[src/rtl/traffic_light_ctrl_if.sv]
// Signal bundle between the intersection controller and its environment:
// detector/request inputs toward the controller, lamp drives and phase code back.
interface traffic_light_ctrl_if;
  logic       Sa;
  logic       Sb;
  logic       ped_req;
  logic       flash;
  logic       Ra, Ya, Ga;
  logic       Rb, Yb, Gb;
  logic       walk;
  logic [2:0] state;

  modport master (
    output Sa, Sb, ped_req, flash,
    input  Ra, Ya, Ga, Rb, Yb, Gb, walk, state
  );

  modport slave (
    input  Sa, Sb, ped_req, flash,
    output Ra, Ya, Ga, Rb, Yb, Gb, walk, state
  );
endinterface

[src/rtl/traffic_light_ctrl.sv]
// Two-road intersection controller with pedestrian walk phase and flashing mode.
// Lamps are decoded purely from registered phase state, never from inputs.
module traffic_light_ctrl #(
  parameter int GREEN_MIN  = 6,
  parameter int GREEN_MAX  = 12,
  parameter int YELLOW_LEN = 2,
  parameter int ALLRED_LEN = 1,
  parameter int WALK_LEN   = 4,
  parameter int CNT_W      = 8
) (
  input  logic                 clk,
  input  logic                 rst,
  traffic_light_ctrl_if.slave  bus
);

  typedef enum logic [2:0] {
    A_GRN = 3'd0,
    A_YEL = 3'd1,
    AR_AB = 3'd2,
    B_GRN = 3'd3,
    B_YEL = 3'd4,
    AR_BA = 3'd5,
    WALK  = 3'd6,
    FLASH = 3'd7
  } phase_t;

  localparam logic [CNT_W-1:0] GMIN_M1 = CNT_W'(GREEN_MIN - 1);
  localparam logic [CNT_W-1:0] GMAX_M1 = CNT_W'(GREEN_MAX - 1);
  localparam logic [CNT_W-1:0] YEL_M1  = CNT_W'(YELLOW_LEN - 1);
  localparam logic [CNT_W-1:0] AR_M1   = CNT_W'(ALLRED_LEN - 1);
  localparam logic [CNT_W-1:0] WALK_M1 = CNT_W'(WALK_LEN - 1);
  localparam logic [CNT_W-1:0] CNT_ONE = CNT_W'(1);
  localparam logic [CNT_W-1:0] CNT_SAT = '1;

  phase_t           r_state;
  phase_t           w_next;
  logic [CNT_W-1:0] r_cnt;
  logic             r_ped_pending;
  logic             r_dir;
  logic             r_flash_ph;
  logic             w_phase_chg;
  logic             w_walk_entry;

  // Phase register
  always_ff @(posedge clk or posedge rst) begin
    if (rst) begin
      r_state <= A_GRN;
    end else begin
      r_state <= w_next;
    end
  end

  // Next-phase selection; flash overrides every normal transition
  always_comb begin
    w_next = r_state;
    if (bus.flash) begin
      w_next = FLASH;
    end else begin
      case (r_state)
        A_GRN: if (r_cnt >= GMIN_M1 && (bus.Sb || r_ped_pending)) w_next = A_YEL;
        A_YEL: if (r_cnt == YEL_M1) w_next = AR_AB;
        AR_AB: if (r_cnt == AR_M1) w_next = r_ped_pending ? WALK : B_GRN;
        B_GRN: if ((r_cnt >= GMIN_M1 && (bus.Sa || !bus.Sb || r_ped_pending)) ||
                   r_cnt == GMAX_M1) w_next = B_YEL;
        B_YEL: if (r_cnt == YEL_M1) w_next = AR_BA;
        AR_BA: if (r_cnt == AR_M1) w_next = r_ped_pending ? WALK : A_GRN;
        WALK:  if (r_cnt == WALK_M1) w_next = r_dir ? A_GRN : B_GRN;
        FLASH: w_next = AR_BA;
        default: w_next = A_GRN;
      endcase
    end
  end

  assign w_phase_chg  = (w_next != r_state);
  assign w_walk_entry = (w_next == WALK) && (r_state != WALK);

  // Phase timer, pedestrian latch, walk return direction and flash phase
  always_ff @(posedge clk or posedge rst) begin
    if (rst) begin
      r_cnt         <= '0;
      r_ped_pending <= 1'b0;
      r_dir         <= 1'b0;
      r_flash_ph    <= 1'b0;
    end else begin
      if (w_phase_chg)           r_cnt <= '0;
      else if (r_cnt != CNT_SAT) r_cnt <= r_cnt + CNT_ONE;

      // Entering WALK wins over a request seen in the same cycle
      if (w_walk_entry)     r_ped_pending <= 1'b0;
      else if (bus.ped_req) r_ped_pending <= 1'b1;

      if (w_walk_entry) r_dir <= (r_state == AR_BA);

      if (w_next == FLASH) r_flash_ph <= (r_state == FLASH) ? ~r_flash_ph : 1'b1;
      else                 r_flash_ph <= 1'b0;
    end
  end

  // Moore lamp decode
  always_comb begin
    bus.Ra   = 1'b0;
    bus.Ya   = 1'b0;
    bus.Ga   = 1'b0;
    bus.Rb   = 1'b0;
    bus.Yb   = 1'b0;
    bus.Gb   = 1'b0;
    bus.walk = 1'b0;
    case (r_state)
      A_GRN: begin bus.Ga = 1'b1; bus.Rb = 1'b1; end
      A_YEL: begin bus.Ya = 1'b1; bus.Rb = 1'b1; end
      AR_AB, AR_BA: begin bus.Ra = 1'b1; bus.Rb = 1'b1; end
      B_GRN: begin bus.Ra = 1'b1; bus.Gb = 1'b1; end
      B_YEL: begin bus.Ra = 1'b1; bus.Yb = 1'b1; end
      WALK:  begin bus.Ra = 1'b1; bus.Rb = 1'b1; bus.walk = 1'b1; end
      FLASH: begin bus.Ya = r_flash_ph; bus.Yb = r_flash_ph; end
      default: ;
    endcase
  end

  assign bus.state = r_state;

endmodule

[src/flat_wrapper.sv]
// flat-port wrapper written by rule: the top's interface ports become plain ports
module traffic_light_ctrl_flat 
#(
  parameter int GREEN_MIN  = 6,
  parameter int GREEN_MAX  = 12,
  parameter int YELLOW_LEN = 2,
  parameter int ALLRED_LEN = 1,
  parameter int WALK_LEN   = 4,
  parameter int CNT_W      = 8
)
  (clk, rst, bus_Sa, bus_Sb, bus_ped_req, bus_flash, bus_Ra, bus_Ya, bus_Ga, bus_Rb, bus_Yb, bus_Gb, bus_walk, bus_state);
  traffic_light_ctrl_if bus_i ();
  input  logic clk;
  input  logic rst;
  input wire logic [$bits(bus_i.Sa)-1:0] bus_Sa;
  input wire logic [$bits(bus_i.Sb)-1:0] bus_Sb;
  input wire logic [$bits(bus_i.ped_req)-1:0] bus_ped_req;
  input wire logic [$bits(bus_i.flash)-1:0] bus_flash;
  output wire logic [$bits(bus_i.Ra)-1:0] bus_Ra;
  output wire logic [$bits(bus_i.Ya)-1:0] bus_Ya;
  output wire logic [$bits(bus_i.Ga)-1:0] bus_Ga;
  output wire logic [$bits(bus_i.Rb)-1:0] bus_Rb;
  output wire logic [$bits(bus_i.Yb)-1:0] bus_Yb;
  output wire logic [$bits(bus_i.Gb)-1:0] bus_Gb;
  output wire logic [$bits(bus_i.walk)-1:0] bus_walk;
  output wire logic [$bits(bus_i.state)-1:0] bus_state;
  assign bus_i.Sa = bus_Sa;
  assign bus_i.Sb = bus_Sb;
  assign bus_i.ped_req = bus_ped_req;
  assign bus_i.flash = bus_flash;
  assign bus_Ra = bus_i.Ra;
  assign bus_Ya = bus_i.Ya;
  assign bus_Ga = bus_i.Ga;
  assign bus_Rb = bus_i.Rb;
  assign bus_Yb = bus_i.Yb;
  assign bus_Gb = bus_i.Gb;
  assign bus_walk = bus_i.walk;
  assign bus_state = bus_i.state;
  traffic_light_ctrl #(.GREEN_MIN(GREEN_MIN), .GREEN_MAX(GREEN_MAX), .YELLOW_LEN(YELLOW_LEN), .ALLRED_LEN(ALLRED_LEN), .WALK_LEN(WALK_LEN), .CNT_W(CNT_W)) u_core (.clk(clk), .rst(rst), .bus(bus_i));
endmodule
[config.mk]
export PLATFORM = sky130hd
export DESIGN_NAME = traffic_light_ctrl_flat
export DESIGN_NICKNAME = d
export VERILOG_FILES = /design/src/rtl/traffic_light_ctrl_if.sv /design/src/rtl/traffic_light_ctrl.sv /design/src/flat_wrapper.sv
export SDC_FILE = /design/constraint.sdc
export NUM_CORES = 1
export LEC_CHECK = 0
export BUFFER_PORTS_ARGS = -buffer_cell sky130_fd_sc_hd__buf_2
export CORE_MARGIN = 2
export CORE_UTILIZATION = 56
export DETAILED_ROUTE_END_ITERATION = 10
export GPL_TIMING_DRIVEN = 0
export PLACE_DENSITY = 0.78
export SYNTH_ARGS = -nofsm -noshare
export SYNTH_HDL_FRONTEND = slang
export SYNTH_SLANG_ARGS = --single-unit
[constraint.sdc]
create_clock -name clk -period 3.25 [get_ports clk]
set_input_delay 0.8125 -clock clk [delete_from_list [all_inputs] [get_ports clk]]
set_output_delay 0.8125 -clock clk [all_outputs]
set_load 0.005 [all_outputs]
==> results.sh <==
export IMPL_cts_sinks=14
export IMPL_synth_seq_area_share_pct=31.57
export IMPL_drt_initial_drc_count=62
export IMPL_dpl_cell_area_um2=1219
export IMPL_wl_per_cell_um=14.75
export IMPL_syn_to_final_growth_pct=14.32
export IMPL_crit_path_end="u_core.r_cnt[7]"
export IMPL_antenna_found_initial=0
export IMPL_syn_inst=131
export IMPL_vias_per_cell=6.185
export IMPL_rows=16
export IMPL_p_leak_nw=0.5859
export IMPL_grt_pass1_wl_um=4498
export IMPL_fin_crit_sh_pct=92.35
export IMPL_critPathMaxStageDelay_ns=0.60
export IMPL_ys_flop_type="dfrtp_1"
export IMPL_grt_usage_pct=24.90
export IMPL_clock_fmax_ghz=0.3332
export IMPL_final_util_pct=66.02
export IMPL_ys_types=45
export IMPL_synth_area_per_cell_um2=8.472
export IMPL_worstPathArrival_ns=3.22
export IMPL_syn_area_um2=1110
export IMPL_crit_cells=7
export IMPL_grt_overflow_total=0
export IMPL_finalSetupViolCount=0
export IMPL_setup_slack_ns=0.2487
export IMPL_ir_drop_mv=0.5037
export IMPL_seqPwrFrac_pct=29.3
export IMPL_required_ns=3.47
export IMPL_clock_path_buffers=2
export IMPL_switchingPower_uw=396.5
export IMPL_dieWidth_um=48.52
export IMPL_synth_edf_count=0
export IMPL_drtAntennaViolNets=0
export IMPL_hold_buffers=0
export IMPL_cts_buffers=3
export IMPL_clk_latency_ns=0.28
export IMPL_root_buffer="clkbuf_4"
export IMPL_grt_pass1_vias=971
export IMPL_h_tree_depth=1
export IMPL_diodes=0
export IMPL_ys_warn_count=0
export IMPL_cp_end_kind="flip-flop"
export IMPL_power_switching_share_pct=43.55
export IMPL_synthArstFlopShare_pct=100.0
export IMPL_rsz0062_at_grt="no"
export IMPL_layout_nets=162
export IMPL_cellPowerDensity_nw_per_um2=717.7
export IMPL_place_congestion=0.9653
export IMPL_tightest_slew_ns=0.7172
export IMPL_worstSetupPathType="reg -> reg"
export IMPL_clk_pin_slew_ns=0.09
export IMPL_fin_cells=178
export IMPL_power_frac_comb_pct=56.8
export IMPL_die_area_um2=2354
export IMPL_clkPwrFrac_pct=14.0
export IMPL_start_util_pct=57.75
export IMPL_dp_cells=173
export IMPL_status="finished clean"
export IMPL_port_buffers=15
export IMPL_r2r_cells=7
export IMPL_critPathLaunch="u_core.r_cnt[4]"
export IMPL_ys_seq_elements=14
export IMPL_crit_buf_inv=1
export IMPL_cp_top_family="simple AND/OR/NAND/NOR gates"
export IMPL_drc_errors=0
export IMPL_cap_viol_max_count=0
export IMPL_design_area_um2=1269
export IMPL_reg2reg_to="u_core.r_cnt[7]"
export IMPL_r2r_start="u_core.r_cnt[4]"
export IMPL_crit_slowest_cell="or4_4"
export IMPL_io_pins=16
export IMPL_fin_hold_ws_ns=0.4954
export IMPL_fin_worst_skew_ns=0.006469
export IMPL_worstPathMaxFanout=8
export IMPL_drive_gt1_share_pct=18.54
export IMPL_dp_hpwl_um=1911
export IMPL_hold_viol=0
export IMPL_reg2reg_slack_ns=0.25
export IMPL_dieHeight_um=48.52
export IMPL_via_count=1101
export IMPL_relSlewSlack_pct=51.79
export IMPL_p_int_uw=514.0
export IMPL_cp_start_kind="flip-flop"
export IMPL_cp_cell_sequence="or4_4 > o311a_1 > a211o_1 > or4_1 > a222oi_1 > buf_4 > and3b_1"
export IMPL_maxSlewViolCount=0
export IMPL_synthesis_nets=141
export IMPL_min_path_type="reg -> reg"
export IMPL_min_period_ns=3.001
export IMPL_min_from="u_core.r_flash_ph"
export IMPL_grt_max_degree=15
export IMPL_wl_um=2626
export IMPL_pre_cts_ws_ns=-0.3882
export IMPL_first_pass_iters=4
export IMPL_tritoncts="done"
export IMPL_core_um2=1922
==> cells in the final DEF (no fill, tap or decap), drive strengths merged, types with 2 or more instances in the layout <==
cell and count:
a211oi 2, and3b 3, o2111ai 3, o21a 2, nor4 2, buf 17
dfrtp 14, nand2 5, xnor2 4, or4 3, nand2b 4, a31oi 5
nand3 5, nor3b 2, and3 3, or3 2, ha 4, nor3 2
o21ai 3, inv 9, nand4 3, a21oi 5, nor2 11, nor2b 4
o211a 2, and2 5, o211ai 2, clkbuf 9
==> how the worst min path moves through the flow <==
stage,to,slack [ns],depth (start not counted)
floorplan,u_core.r_flash_ph,0.45,1
global placement,u_core.r_flash_ph,0.47,1
detailed placement,u_core.r_flash_ph,0.47,1
CTS,u_core.r_flash_ph,0.49,1
global route,u_core.r_flash_ph,0.53,1
finish,u_core.r_flash_ph,0.50,1
==> routing by layer <==
metal	wire, µm	vias up	global-route usage, %
met5	0	-	0
met4	23	0	6.190
met3	234	5	8.333
met2	1216	55	38.66
met1	1152	510	33.73
li1	-	531	-
==> power groups by stage <==
stage          combinational (mW)  clock, mW  sequential [mW]
6_report                    0.517      0.127            0.267
5_1_grt                     0.578      0.143            0.273
3_3_place_gp                0.482          0            0.264
2_1_floorplan               0.357          0            0.254
3_5_place_dp                0.490          0            0.268
4_1_cts                     0.511      0.131            0.265
==> stage by stage <==
stage,power [mW],setup TNS (ns)
5_1_grt,0.9939,0
2_1_floorplan,0.6110,0
3_3_place_gp,0.7464,-2.705
4_1_cts,0.9074,0
6_report,0.9105,0
3_5_place_dp,0.7582,-2.884
==> synth_stat cells, drive strengths merged, types with 3 or more instances <==
cell type	number	area share, %
a21oi	5	2.3
o2111ai	3	2.4
nor2	11	3.7
nand3	5	2.3
and3	3	1.7
inv	9	3.0
and3b	3	2.4
nor2b	4	2.3
or4	3	2.4
and2	5	2.8
ha	4	4.5
o21ai	3	1.4
clkbuf	5	1.7
nand2	5	1.7
dfrtp	14	32
nand2b	4	2.3
xnor2	4	3.2
nand4	3	1.7
a31oi	5	2.8
==> cells by family (layout without fill, tap and decap cells) <==
family,Yosys count,in the layout,share of synthesized area [%]
AND/OR/NAND/NOR,59,59,31.90
AO/OA/AOI/OAI,34,34,22.77
buffers and inverters,15,35,5.186
flip-flops,14,14,31.57
adder cells (fa/ha/maj),4,4,4.510
XOR/XNOR,4,4,3.156
multiplexers,1,1,0.9020
==> flip-flops by register name (all words and copies together) (netlist names) <==
name and count:
u_core.r_ped_pending 1, u_core.r_dir 1, u_core.r_cnt 8, u_core.bus.state 3
u_core.r_flash_ph 1
==> worst reg2reg max path: cells and delay by family, from the launching register on <==
family	cells	cell delay, ns
flip-flops	1	0.46
AO/OA/AOI/OAI	3	1.02
buffers and inverters	1	0.21
AND/OR/NAND/NOR	3	1.25
==> timing repair <==
item,CTS,global route
buffers inserted,1,0
resized for setup,1,0
setup endpoints to repair,8,0
==> cell type report <==
class	instances	area, µm²
Timing Repair Buffer	16	82.58
Sequential cell	14	350.3
Multi-Input combinational cell	102	708.2
Fill cell	170	653.1
Clock buffer	4	36.28
Inverter	9	33.78
Buffer	6	23.77
Tap cell	27	33.78
No activity file was read; power rests on OpenSTA's default activity.
